[src/rtl/regfile_writeback_pkg.sv]
// regfile_writeback_pkg: shared types and helpers for the register-file write-back path
package regfile_writeback_pkg;
    localparam int NUM_REGS = 32;
    localparam int RD_W = 5;
    typedef logic [31:0] bus_type;
    typedef struct packed {
        logic [RD_W-1:0] rd;
        bus_type         data;
    } wb_entry_t;
    function automatic logic [NUM_REGS-1:0] rd_onehot(input logic [RD_W-1:0] rd);
        return NUM_REGS'(1) << rd;
    endfunction
endpackage

[src/rtl/regfile_writeback_if.sv]
// regfile_writeback_if: producer handshakes and register-file write port
interface regfile_writeback_if #(parameter int XLEN = 32);
    logic            alu_valid;
    logic            alu_ready;
    logic [4:0]      alu_rd;
    logic [XLEN-1:0] alu_data;
    logic            ld_valid;
    logic            ld_ready;
    logic [4:0]      ld_rd;
    logic [XLEN-1:0] ld_data;
    logic [4:0]      rf_write_addr;
    logic [XLEN-1:0] rf_input_data;
    logic            rf_enable;
    modport slave (
        input  alu_valid, alu_rd, alu_data, ld_valid, ld_rd, ld_data,
        output alu_ready, ld_ready, rf_write_addr, rf_input_data, rf_enable
    );
    modport master (
        output alu_valid, alu_rd, alu_data, ld_valid, ld_rd, ld_data,
        input  alu_ready, ld_ready, rf_write_addr, rf_input_data, rf_enable
    );
endinterface

[src/rtl/regfile_writeback_fifo.sv]
// regfile_writeback_fifo: circular buffer of write-back entries, exposed oldest-first for scans
module regfile_writeback_fifo
    import regfile_writeback_pkg::*;
#(
    parameter int DEPTH = 4
) (
    input  logic             clk,
    input  logic             rst_n,
    input  logic             push_i,
    input  wb_entry_t        entry_i,
    input  logic             pop_i,
    output logic             full_o,
    output logic             empty_o,
    output wb_entry_t        head_o,
    output wb_entry_t        age_o [DEPTH],
    output logic [DEPTH-1:0] age_valid_o
);
    localparam int PW = $clog2(DEPTH);
    logic [PW-1:0] wr_q, rd_q;
    logic [PW:0]   cnt_q;
    wb_entry_t     mem_q [DEPTH];
    logic          do_push, do_pop;
    assign full_o  = cnt_q == (PW+1)'(DEPTH);
    assign empty_o = cnt_q == '0;
    assign do_push = push_i && !full_o;
    assign do_pop  = pop_i && !empty_o;
    assign head_o  = mem_q[rd_q];
    always_ff @(posedge clk or negedge rst_n) begin
        if (!rst_n) begin
            wr_q  <= '0;
            rd_q  <= '0;
            cnt_q <= '0;
            for (int i = 0; i < DEPTH; i++) mem_q[i] <= '0;
        end else begin
            if (do_push) begin
                mem_q[wr_q] <= entry_i;
                wr_q        <= wr_q + 1'b1;
            end
            if (do_pop) rd_q <= rd_q + 1'b1;
            cnt_q <= cnt_q + (PW+1)'(do_push) - (PW+1)'(do_pop);
        end
    end
    // Index k is the k-th oldest entry, so the highest valid k is the youngest.
    for (genvar g = 0; g < DEPTH; g++) begin : g_age
        assign age_o[g]       = mem_q[rd_q + PW'(g)];
        assign age_valid_o[g] = (PW+1)'(g) < cnt_q;
    end
endmodule

[src/rtl/regfile_writeback.sv]
// regfile_writeback: arbitrates ALU/load results into an in-order queue draining to the register file
module regfile_writeback
    import regfile_writeback_pkg::*;
#(
    parameter int DEPTH = 4,
    parameter int XLEN  = 32
) (
    input  logic                 clk,
    input  logic                 rst_n,
    regfile_writeback_if.slave   wb,
    output logic [NUM_REGS-1:0]  busy_mask_o,
    input  logic [RD_W-1:0]      byp_addr_i,
    output logic                 byp_hit_o,
    output logic [XLEN-1:0]      byp_data_o,
    output logic                 idle_o
);
    logic             rr_q, rr_d;
    logic             ld_gnt, alu_gnt, push, full, empty;
    wb_entry_t        entry, head;
    wb_entry_t        age [DEPTH];
    logic [DEPTH-1:0] age_valid;
    // rr_q high means the load unit wins the next contention cycle.
    assign ld_gnt  = rst_n && !full && wb.ld_valid && (rr_q || !wb.alu_valid);
    assign alu_gnt = rst_n && !full && wb.alu_valid && !ld_gnt;
    assign rr_d    = ld_gnt ? 1'b0 : alu_gnt ? 1'b1 : rr_q;
    assign wb.ld_ready  = ld_gnt;
    assign wb.alu_ready = alu_gnt;
    assign entry = ld_gnt ? wb_entry_t'{rd: wb.ld_rd, data: wb.ld_data}
                          : wb_entry_t'{rd: wb.alu_rd, data: wb.alu_data};
    assign push  = (ld_gnt && wb.ld_rd != '0) || (alu_gnt && wb.alu_rd != '0);
    always_ff @(posedge clk or negedge rst_n) begin
        if (!rst_n) rr_q <= 1'b1;
        else        rr_q <= rr_d;
    end
    regfile_writeback_fifo #(.DEPTH(DEPTH)) u_fifo (
        .clk         (clk),
        .rst_n       (rst_n),
        .push_i      (push),
        .entry_i     (entry),
        .pop_i       (!empty),
        .full_o      (full),
        .empty_o     (empty),
        .head_o      (head),
        .age_o       (age),
        .age_valid_o (age_valid)
    );
    assign wb.rf_enable     = !empty;
    assign wb.rf_write_addr = empty ? '0 : head.rd;
    assign wb.rf_input_data = empty ? '0 : head.data;
    assign idle_o           = empty;
    always_comb begin
        busy_mask_o = '0;
        byp_hit_o   = 1'b0;
        byp_data_o  = '0;
        for (int k = 0; k < DEPTH; k++) begin
            busy_mask_o = age_valid[k] ? busy_mask_o | rd_onehot(age[k].rd) : busy_mask_o;
            if (age_valid[k] && byp_addr_i != '0 && age[k].rd == byp_addr_i) begin
                byp_hit_o  = 1'b1;
                byp_data_o = age[k].data;
            end
        end
        busy_mask_o[0] = 1'b0;
    end
endmodule

[src/flat_wrapper.sv]
// flat-port wrapper written by rule: the top's interface ports become plain ports
module regfile_writeback_flat import regfile_writeback_pkg::*;
#(
    parameter int DEPTH = 4,
    parameter int XLEN  = 32
)
  (clk, rst_n, busy_mask_o, byp_addr_i, byp_hit_o, byp_data_o, idle_o, wb_alu_valid, wb_alu_rd, wb_alu_data, wb_ld_valid, wb_ld_rd, wb_ld_data, wb_alu_ready, wb_ld_ready, wb_rf_write_addr, wb_rf_input_data, wb_rf_enable);
  regfile_writeback_if #(.XLEN(XLEN)) wb_i ();
  input  logic clk;
  input  logic rst_n;
  output logic [NUM_REGS-1:0] busy_mask_o;
  input  logic [RD_W-1:0] byp_addr_i;
  output logic byp_hit_o;
  output logic [XLEN-1:0] byp_data_o;
  output logic idle_o;
  input wire logic [$bits(wb_i.alu_valid)-1:0] wb_alu_valid;
  input wire logic [$bits(wb_i.alu_rd)-1:0] wb_alu_rd;
  input wire logic [$bits(wb_i.alu_data)-1:0] wb_alu_data;
  input wire logic [$bits(wb_i.ld_valid)-1:0] wb_ld_valid;
  input wire logic [$bits(wb_i.ld_rd)-1:0] wb_ld_rd;
  input wire logic [$bits(wb_i.ld_data)-1:0] wb_ld_data;
  output wire logic [$bits(wb_i.alu_ready)-1:0] wb_alu_ready;
  output wire logic [$bits(wb_i.ld_ready)-1:0] wb_ld_ready;
  output wire logic [$bits(wb_i.rf_write_addr)-1:0] wb_rf_write_addr;
  output wire logic [$bits(wb_i.rf_input_data)-1:0] wb_rf_input_data;
  output wire logic [$bits(wb_i.rf_enable)-1:0] wb_rf_enable;
  assign wb_i.alu_valid = wb_alu_valid;
  assign wb_i.alu_rd = wb_alu_rd;
  assign wb_i.alu_data = wb_alu_data;
  assign wb_i.ld_valid = wb_ld_valid;
  assign wb_i.ld_rd = wb_ld_rd;
  assign wb_i.ld_data = wb_ld_data;
  assign wb_alu_ready = wb_i.alu_ready;
  assign wb_ld_ready = wb_i.ld_ready;
  assign wb_rf_write_addr = wb_i.rf_write_addr;
  assign wb_rf_input_data = wb_i.rf_input_data;
  assign wb_rf_enable = wb_i.rf_enable;
  regfile_writeback #(.DEPTH(DEPTH), .XLEN(XLEN)) u_core (.clk(clk), .rst_n(rst_n), .wb(wb_i), .busy_mask_o(busy_mask_o), .byp_addr_i(byp_addr_i), .byp_hit_o(byp_hit_o), .byp_data_o(byp_data_o), .idle_o(idle_o));
endmodule
[config.mk]
export PLATFORM = sky130hd
export DESIGN_NAME = regfile_writeback_flat
export DESIGN_NICKNAME = d
export VERILOG_FILES = /design/src/rtl/regfile_writeback_pkg.sv /design/src/rtl/regfile_writeback_if.sv /design/src/rtl/regfile_writeback_fifo.sv /design/src/rtl/regfile_writeback.sv /design/src/flat_wrapper.sv
export SDC_FILE = /design/constraint.sdc
export NUM_CORES = 1
export LEC_CHECK = 0
export CAP_MARGIN = 5
export CORE_AREA = 2 2 228 230
export CTS_CLUSTER_DIAMETER = 150
export CTS_CLUSTER_SIZE = 25
export DETAILED_ROUTE_END_ITERATION = 8
export DIE_AREA = 0 0 230 232
export GPL_ROUTABILITY_DRIVEN = 0
export PLACE_DENSITY = 0.53
export SLEW_MARGIN = 20
export SYNTH_ARGS = -nofsm -noshare
export SYNTH_HDL_FRONTEND = slang
export SYNTH_SLANG_ARGS = --single-unit
export TNS_END_PERCENT = 30
[constraint.sdc]
create_clock -name clk -period 9 [get_ports clk]
set_clock_uncertainty 0.2 [all_clocks]
set_input_delay 0.9 -clock clk [delete_from_list [all_inputs] [get_ports clk]]
set_output_delay 0.9 -clock clk [all_outputs]
set_load 0.02 [all_outputs]
==> results.cfg, run 1 <==
[setup_path]
r2r_path_start = u_core.u_fifo.cnt_q[2]$_DFF_PN0_
worst_path_largest_cell_delay_ns = 1.10
r2r.worst_path.cells = 13
worstReg2RegEnd = u_core.u_fifo.cnt_q[2]$_DFF_PN0_
cp_slowest_cell = sky130_fd_sc_hd__nor3_4
crit_path_start_kind = register
critPathCaptureType = output pin
timing.critical_path.from = u_core.u_fifo.rd_q[1]$_DFFE_PN0N_
required_ns = 7.90
criticalPathCategory = register to output pin
worstPathCellList = mux4_2 > xnor2_1 > nand2_2 > nor3_4 > buf_4 > o311ai_1 > a22o_1 > clkdlybuf4s50_1
timing.critical_path.fanout_max = 65
setup_slack_reg_to_reg_ns = 4.97
timing.critical_path.to = byp_data_o[19]
arrival_worst_endpoint_ns = 5.75

[clocking]
tritoncts.num_buffers = 17
cts_tree = built
cts_hold_buf = 0
clock_sink_count = 156
cts_resized = 0
clock_tree.htree_level_count = 4
cts_root_buf = sky130_fd_sc_hd__clkbuf_16
clock_pin_slew_on_the_worst_setup_and_hold_paths_ns = 0.07
post_cts.repair.setup_buffers = 0
cts_max_path_bufs = 2
clock_latency_late_sink_ns = 0.44

[synthesis]
postSynthRegisterBits = 156
mappedNetlistNets = 1556
postSynth.topFlopCell = sky130_fd_sc_hd__dfrtp_1
synth_cell_types = 71
number_of_enable_type_register_cells_in_the_synthesized_netlist = 0
post_synth_inst_count = 1464
postSynth.asyncResetShare = 1.00
syn_avg_cell_area_sq_um = 8.59
synth.yosys.seq_area_share = 0.311
synth_warnings = 0
syn_area_sq_um = 12600

[floorplanning]
dieHeight_um = 232
floorplan.initialDensity = 0.247
core_area_sq_um = 50900
pin_count = 189
overall_die_area_sq_um = 53400
dieWidth_um = 230
std_cell_rows = 83

[drt]
detail_route.first_pass.iterations = 5
vias = 12100
detail-route-antenna-nets = 0
post_drt_via_cell_ratio = 5.39
wl_per_cell_um = 20.4
drtIter0Drc = 1090
drt-total-wl_um = 45700
detail_route.drc_violations = 0

[timing]
hold_violations = 0
setup_viol_count_final = 0
drv_slew = 0
f_max_mhz = 146
final.min_clock_period_ns = 6.85
grt_setup_unrepaired = false
final.period_utilization = 0.761
slew_at_the_pin_closest_to_its_max_slew_limit_ns = 1.24
setup_total_negative_slack_ns = 0
worst_slew_margin_rel = 0.165

[layout]
fin_nets = 1639
finish.utilization = 0.305
final.fill_count = 5370
synthToLayoutAreaGrowth_pct = 23.5
final_layout_size_suffix_gt1_frac = 0.0968
layoutNonFillerInstCount = 2241

[placement]
place.detailed.instances = 2208
io_buffer_count = 187
hpwlAfterDp_um = 29400

[run]
max_cap_violations = 0

[global_routing]
grt_start_max_net_pins = 87
number_of_global_route_vias_before_repair = 11600
gr-total-overflow = 0
antenna_violations_before_repair = 0
grt_usage = 0.167
grt_pass1_wl_um = 69900

[min_path]
timing.hold.worst.class = input pin to asynchronous set/reset pin

[status]
status = complete, no violations

[power_and_ir_drop]
vdd_ir_drop_max_v = 0.000222
p_per_area_nw_per_um2 = 466
power.leakage_nw = 6.27
-- per-layer routing --
| layer | track usage | wire length [um] | up-vias |
|---|---|---|---|
| li1 | - | - | 5628 |
| met1 | 0.237 | 21500 | 5900 |
| met2 | 0.265 | 20600 | 482 |
| met3 | 0.0276 | 2980 | 61 |
| met4 | 0.0389 | 688 | 0 |
| met5 | 0 | 0 | - |
-- registers in the layout (all words and copies together), names as in the netlist --
name,cells
u_core.rr_q,1
u_core.u_fifo.cnt_q,3
u_core.u_fifo.mem_q,148
u_core.u_fifo.rd_q,2
u_core.u_fifo.wr_q,2
-- kinds of logic (layout without fill, tap and decap cells) --
family,after synthesis,in the layout,share of synthesized area
AOI/OAI and AO/OA,429,429,0.247
muxes,213,213,0.191
DFF,156,156,0.311
xor gates and xnor gates,22,22,0.0153
and+or+nand+nor,472,472,0.170
adders and majority gates,9,9,0.00955
buffers and inverters,162,258,0.0561
other,1,2,0.000298
-- critical path, delay by kind of cell, from the launching register on --
family,cells,cell delay (ns)
AO/OA/AOI/OAI,2,0.49
XOR/XNOR,1,0.30
buffers and inverters,2,1.08
flip-flops,1,1.05
multiplexers,1,0.66
AND/OR/NAND/NOR,2,1.68
-- layout by cell type, fill, tap and decap left out, types with 17 or more instances in the layout --
master and instances:
sky130_fd_sc_hd__o311a_1 27, sky130_fd_sc_hd__nand4b_1 28, sky130_fd_sc_hd__nand3_1 37, sky130_fd_sc_hd__nor2_1 60, sky130_fd_sc_hd__o32ai_1 28, sky130_fd_sc_hd__dfrtp_1 153, sky130_fd_sc_hd__o21ai_0 188, sky130_fd_sc_hd__buf_4 19
sky130_fd_sc_hd__inv_1 17, sky130_fd_sc_hd__mux2_2 53, sky130_fd_sc_hd__nand2_1 279, sky130_fd_sc_hd__o2bb2ai_1 29, sky130_fd_sc_hd__o41a_1 29, sky130_fd_sc_hd__clkdlybuf4s50_1 186, sky130_fd_sc_hd__o31a_1 27, sky130_fd_sc_hd__xnor2_1 19
sky130_fd_sc_hd__clkbuf_16 17, sky130_fd_sc_hd__mux2i_1 141
-- cells in the mapped netlist, drive strengths merged (27+ instances only) --
library cell / count / area [sq um]
nand2: 281 / 1050
o21ai: 194 / 975
dfrtp: 155 / 3880
mux2i: 142 / 1430
clkbuf: 105 / 394
nor2: 61 / 231
mux2: 55 / 619
buf: 38 / 240
nand3: 37 / 185
o2bb2ai: 30 / 269
o41a: 29 / 327
nand4b: 28 / 245
o32ai: 28 / 245
o311a: 27 / 270
o31a: 27 / 236
-- where the power goes --
| part | internal, W | total (W) | switching (W) | leakage (nW) |
|---|---|---|---|---|
| Clock | 0.000390 | 0.000731 | 0.000341 | 0.273 |
| Combinational | 0.00202 | 0.00508 | 0.00307 | 4.04 |
| Sequential | 0.00102 | 0.00142 | 0.000397 | 1.96 |
-- worst min-delay path by stage --
stage	start	endpoint	slack (ns)	cells past startpoint
after floorplan	u_core.u_fifo.mem_q[128]$_DFFE_PN0P_	u_core.u_fifo.mem_q[128]$_DFFE_PN0P_	0.26	2
after global placement	u_core.u_fifo.mem_q[104]$_DFFE_PN0P_	u_core.u_fifo.mem_q[104]$_DFFE_PN0P_	0.28	2
after detailed placement	u_core.u_fifo.mem_q[126]$_DFFE_PN0P_	u_core.u_fifo.mem_q[126]$_DFFE_PN0P_	0.29	2
after CTS	rst_n	u_core.u_fifo.mem_q[31]$_DFFE_PN0P_	0.18	1
after global routing	rst_n	u_core.u_fifo.mem_q[31]$_DFFE_PN0P_	0.19	1
final	rst_n	u_core.u_fifo.mem_q[105]$_DFFE_PN0P_	0.18	1
-- per-stage QoR --
step / cell area, sq um / hold slack, ns / setup slack [ns] / total power [W]
floorplan: 12600 / 0.262 / 4.79 / 0.00461
global placement: 14900 / 0.280 / 2.74 / 0.00638
detailed placement: 14900 / 0.293 / 2.66 / 0.00646
CTS: 15500 / 0.183 / 2.16 / 0.00722
global route: 15500 / 0.189 / 1.93 / 0.00772
finish: 15500 / 0.180 / 2.15 / 0.00723
-- final cells by class --
| class | count | area (sq um) | area share |
|---|---|---|---|
| Inverter | 19 | 72.6 | 0.00467 |
| Clock buffer | 17 | 425 | 0.0274 |
| Clock inverter | 15 | 156 | 0.0101 |
| Timing Repair Buffer | 207 | 2030 | 0.131 |
| Tap cell | 680 | 851 | 0.0548 |
| Antenna cell | 1 | 2.50 | 0.000161 |
| Multi-Input combinational cell | 1146 | 8080 | 0.521 |
| Sequential cell | 156 | 3910 | 0.252 |
No activity file was read; power rests on OpenSTA's default activity.
==> run 2, diff against run 1 <==
- PLACE_DENSITY: 0.53 -> 0.54
- clock period: 9 -> 5.55 ns (I/O delays scaled with it)
==> results.cfg, run 2 (synthesis gave the netlist of run 1 again) <==
[min_path]
holdPathEnd = u_core.u_fifo.mem_q[57]$_DFFE_PN0P_
timing.hold.worst.class = register to register
min-delay-start = u_core.u_fifo.mem_q[57]$_DFFE_PN0P_
min_delay_path_depth = 2

[drt]
drtIter0Drc = 1078
detail-route-antenna-nets = 0
vias = 12200
drt-total-wl_um = 45900
detail_route.drc_violations = 0
post_drt_via_cell_ratio = 5.41
detail_route.first_pass.iterations = 6
wl_per_cell_um = 20.4

[placement]
place.detailed.instances = 2219
io_buffer_count = 187
place_area_sq_um = 15000
hpwlAfterDp_um = 29700

[setup_path]
setup_slack_reg_to_reg_ns = 1.67
r2r_path_start = u_core.u_fifo.cnt_q[2]$_DFF_PN0_
required_ns = 4.80
r2r.worst_path.cells = 11
arrival_worst_endpoint_ns = 4.59
worstReg2RegEnd = u_core.u_fifo.cnt_q[2]$_DFF_PN0_
criticalPathCategory = register to output pin
timing.critical_path.from = u_core.u_fifo.rd_q[0]$_DFFE_PN0N_
timing.critical_path.fanout_max = 79
crit_path_start_kind = register
critPathCaptureType = output pin

[layout]
synthToLayoutAreaGrowth_pct = 24.5
reg_top3 = u_core.u_fifo.mem_q x148, u_core.u_fifo.cnt_q x3
final.fill_count = 5412
layoutNonFillerInstCount = 2255
final_layout_size_suffix_gt1_frac = 0.104
mostFrequentLayoutCells = sky130_fd_sc_hd__nand2_1, sky130_fd_sc_hd__o21ai_0, sky130_fd_sc_hd__clkdlybuf4s50_1
max_flop_register = u_core.u_fifo.mem_q
number_of_flip_flops_in_the_largest_register = 148
fin_nets = 1652
mostFrequentLayoutCell = sky130_fd_sc_hd__nand2_1
fin_area_sq_um = 15700

[clocking]
cts_tree = built
cts_max_path_bufs = 2
cts_root_buf = sky130_fd_sc_hd__clkbuf_16
post_cts.repair.setup_buffers = 0
clock_pin_slew_on_the_worst_setup_and_hold_paths_ns = 0.07
clock_tree.htree_level_count = 4
clock_sink_count = 156
tritoncts.num_buffers = 17
clock_latency_late_sink_ns = 0.44

[global_routing]
grt_pass1_wl_um = 70500
gr-total-overflow = 0
antenna_violations_before_repair = 2
grt_start_max_net_pins = 129
number_of_global_route_vias_before_repair = 11700
grt_usage = 0.168

[power_and_ir_drop]
power.leakage_nw = 6.34
vdd_ir_drop_max_v = 0.000636
p_per_area_nw_per_um2 = 756

[floorplanning]
core_area_sq_um = 50900
dieWidth_um = 230
pin_count = 189
std_cell_rows = 83
dieHeight_um = 232
overall_die_area_sq_um = 53400
floorplan.initialDensity = 0.247

[timing]
final.period_utilization = 0.963
grt_setup_unrepaired = false
final.min_clock_period_ns = 5.34
setup_viol_count_final = 0
setup_total_negative_slack_ns = 0
f_max_mhz = 187
drv_slew = 0
hold_ws_ns = 0.301
hold_violations = 0
slew_at_the_pin_closest_to_its_max_slew_limit_ns = 1.23
worst_slew_margin_rel = 0.171

[run]
max_cap_violations = 0

[status]
status = complete, no violations
==> run 2: worst max-delay path by stage <==
stage,cells past startpoint,slack [ns],endpoint
floorplan,9,2.03,byp_data_o[16]
global route,9,0.03,busy_mask_o[8]
CTS,8,0.17,byp_data_o[19]
detailed placement,9,0.39,byp_data_o[19]
finish,9,0.21,busy_mask_o[8]
global placement,9,0.45,byp_data_o[19]
==> run 2: final cells by class <==
class                   instances  area [sq um]  share of cell area
diodes                          2          5.00            0.000320
clock buffers                  17           425              0.0272
clock inverters                15           148             0.00943
inverters                      19          72.6             0.00463
multi-input cells            1147          8110               0.518
flip-flops and latches        156          3910               0.250
well taps                     680           851              0.0543
repair buffers                219          2140               0.137
==> run 2: per-layer routing <==
metal | track usage | up-vias | routed length [um]
met5 | 0 | - | 7
met2 | 0.266 | 519 | 20500
li1 | - | 5654 | -
met1 | 0.235 | 5961 | 21200
met4 | 0.0395 | 2 | 825
met3 | 0.0339 | 68 | 3430
==> run 2: critical path, stage by stage, from the launching register on <==
cell                              delay (ns)
sky130_fd_sc_hd__dfrtp_4                0.58
sky130_fd_sc_hd__buf_4                  0.32
sky130_fd_sc_hd__clkinv_2               0.15
sky130_fd_sc_hd__buf_4                  0.79
sky130_fd_sc_hd__mux2i_1                0.61
sky130_fd_sc_hd__nand2_1                0.10
sky130_fd_sc_hd__nor2_1                 0.61
sky130_fd_sc_hd__a22oi_1                0.17
sky130_fd_sc_hd__o211ai_1               0.16
sky130_fd_sc_hd__clkdlybuf4s50_1        0.65
==> run 2: through the flow <==
step                       util  total power [W]  worst slack [ns]
after floorplan               -          0.00748              2.03
after global placement    0.296           0.0104             0.448
after detailed placement  0.296           0.0105             0.389
after CTS                 0.307           0.0118             0.166
after global routing      0.308           0.0126            0.0304
final                     0.308           0.0118             0.206
==> run 2: what timing repair did <==
item	CTS	global route
setup endpoints to repair	0	6
hold buffers	1	0
gates resized for setup	0	2
hold endpoints to repair	42	0
==> run 2: power by group <==
part	switching, W	internal, W
clock	0.000576	0.000598
combinational	0.00518	0.00334
sequential	0.000482	0.00166
total	0.00624	0.00560
==> run 3, diff against run 2 <==
- DONT_BUFFER_PORTS: unset -> 1
- PLACE_DENSITY: 0.54 -> 0.48
- clock period: 5.55 -> 6.7 ns (I/O delays scaled with it)
==> results.cfg, run 3 (synthesis gave the netlist of run 1 again) <==
[setup_path]
critPathCaptureType = output pin
crit_path_start_kind = register
criticalPathCategory = register to output pin
required_ns = 5.83
cp_slowest_cell = sky130_fd_sc_hd__nor3_4
arrival_worst_endpoint_ns = 4.45
worst_path_largest_cell_delay_ns = 0.82
worstPathCellList = mux4_2 > xnor2_1 > o21ai_4 > buf_4 > nor3_4 > buf_12 > o311ai_1 > a22o_1
critical_path.n_buffers_inverters = 2
path_delay_family = simple AND/OR/NAND/NOR gates
timing.critical_path.fanout_max = 42

[clocking]
post_cts.repair.setup_buffers = 0
cts_root_buf = sky130_fd_sc_hd__clkbuf_16
tritoncts.num_buffers = 17
clock_pin_slew_on_the_worst_setup_and_hold_paths_ns = 0.07
clock_tree.htree_level_count = 4
cts_max_path_bufs = 2
clock_latency_late_sink_ns = 0.44
clock_sink_count = 156
cts_resized = 0
cts_tree = built
cts_hold_buf = 1

[timing]
drv_slew = 0
setup_viol_count_final = 0
hold_violations = 0
final.min_clock_period_ns = 5.32
slew_at_the_pin_closest_to_its_max_slew_limit_ns = 1.15
final.period_utilization = 0.794
worst_slew_margin_rel = 0.234
setup_total_negative_slack_ns = 0
f_max_mhz = 188
grt_setup_unrepaired = false

[floorplanning]
core_area_sq_um = 50900
dieWidth_um = 230
overall_die_area_sq_um = 53400
dieHeight_um = 232
pin_count = 189
floorplan.initialDensity = 0.247
std_cell_rows = 83

[layout]
final_layout_size_suffix_gt1_frac = 0.110
number_of_flip_flops_in_the_largest_register = 148
final.fill_count = 5508
fin_nets = 1454
synthToLayoutAreaGrowth_pct = 9.38
reg_top3 = u_core.u_fifo.mem_q x148, u_core.u_fifo.cnt_q x3
mostFrequentLayoutCell = sky130_fd_sc_hd__nand2_1
mostFrequentLayoutCells = sky130_fd_sc_hd__nand2_1, sky130_fd_sc_hd__o21ai_0, sky130_fd_sc_hd__dfrtp_1
finish.utilization = 0.270
max_flop_register = u_core.u_fifo.mem_q
num_antenna_cells = 0

[drt]
drt-total-wl_um = 46100
detail_route.first_pass.iterations = 5
drtIter0Drc = 1120
vias = 11400
post_drt_via_cell_ratio = 5.55
detail_route.drc_violations = 0
detail-route-antenna-nets = 0
wl_per_cell_um = 22.5

[global_routing]
grt_start_max_net_pins = 157
grt_usage = 0.169
gr-total-overflow = 0
number_of_global_route_vias_before_repair = 10900
grt_pass1_wl_um = 69400
antenna_violations_before_repair = 0

[power_and_ir_drop]
swShare = 0.560
switchingPower_w = 0.00497
power_frac_comb = 0.676
p_per_area_nw_per_um2 = 645
vdd_ir_drop_max_v = 0.000397
pwr-share-seq = 0.205
p_int_w = 0.00391
share_clk_of_total_power = 0.119
power.leakage_nw = 5.61
p_total_w = 0.00887

[placement]
hpwlAfterDp_um = 29200
io_buffer_count = 0

[min_path]
timing.hold.worst.class = input pin to asynchronous set/reset pin

[run]
max_cap_violations = 0

[status]
status = complete, no violations
run 3: cell count changes in the layout (fill, tap and decap cells not counted), sizes merged, moves of 2 or more:
| cell | change |
|---|---|
| bufinv | +4 |
| clkbuf | +4 |
| clkdlybuf4s50 | -186 |
| inv | -9 |
| diode | -2 |
| buf | -10 |
run 3: power by group through the flow:
| stage | Combinational [W] | Sequential, W | Clock (W) |
|---|---|---|---|
| 2_1_floorplan | 0.00455 | 0.00164 | 0 |
| 3_3_place_gp | 0.00585 | 0.00180 | 0 |
| 3_5_place_dp | 0.00591 | 0.00183 | 0 |
| 4_1_cts | 0.00595 | 0.00182 | 0.00109 |
| 5_1_grt | 0.00645 | 0.00190 | 0.00112 |
| 6_report | 0.00600 | 0.00182 | 0.00106 |
run 3: area by class of cell:
cell class              instances  area (sq um)  area share
multi-input cells            1146          8080       0.588
flip-flops and latches        156          3910       0.284
clock buffers                  21           460      0.0335
well taps                     680           851      0.0619
repair buffers                 22           210      0.0153
inverters                      19          72.6     0.00528
clock inverters                11           166      0.0121
run 3: stage by stage:
stage	cell area [sq um]	hold WS, ns	setup slack, ns	instances
CTS	13700	0.105	1.43	2055
floorplan	12600	0.174	2.95	1464
global route	13800	0.102	1.23	2055
finish	13800	0.0385	1.38	2055
global placement	13100	0.180	1.93	2022
detailed placement	13100	0.180	1.94	2022
run 3: worst paths after layout:
path,start,end,slack (ns),depth (start not counted)
worst max-delay path,u_core.u_fifo.rd_q[1]$_DFFE_PN0N_,byp_data_o[19],1.38,8
worst min-delay path,rst_n,u_core.u_fifo.mem_q[44]$_DFFE_PN0P_,0.04,1
worst max register to register,u_core.u_fifo.cnt_q[2]$_DFF_PN0_,u_core.u_fifo.mem_q[130]$_DFFE_PN0P_,2.62,7
worst min register to register,u_core.u_fifo.mem_q[55]$_DFFE_PN0P_,u_core.u_fifo.mem_q[55]$_DFFE_PN0P_,0.30,2
max in group asynchronous,rst_n,u_core.u_fifo.rd_q[1]$_DFFE_PN0N_,5.47,1
min in group clk,wb_ld_valid,u_core.rr_q$_DFFE_PN1P_,0.23,3
run 3: per-layer routing:
layer,track usage,share of wire
met3,0.0443,0.077
met1,0.227,0.45
met4,0.0665,0.029
met2,0.258,0.45
met5,0,0
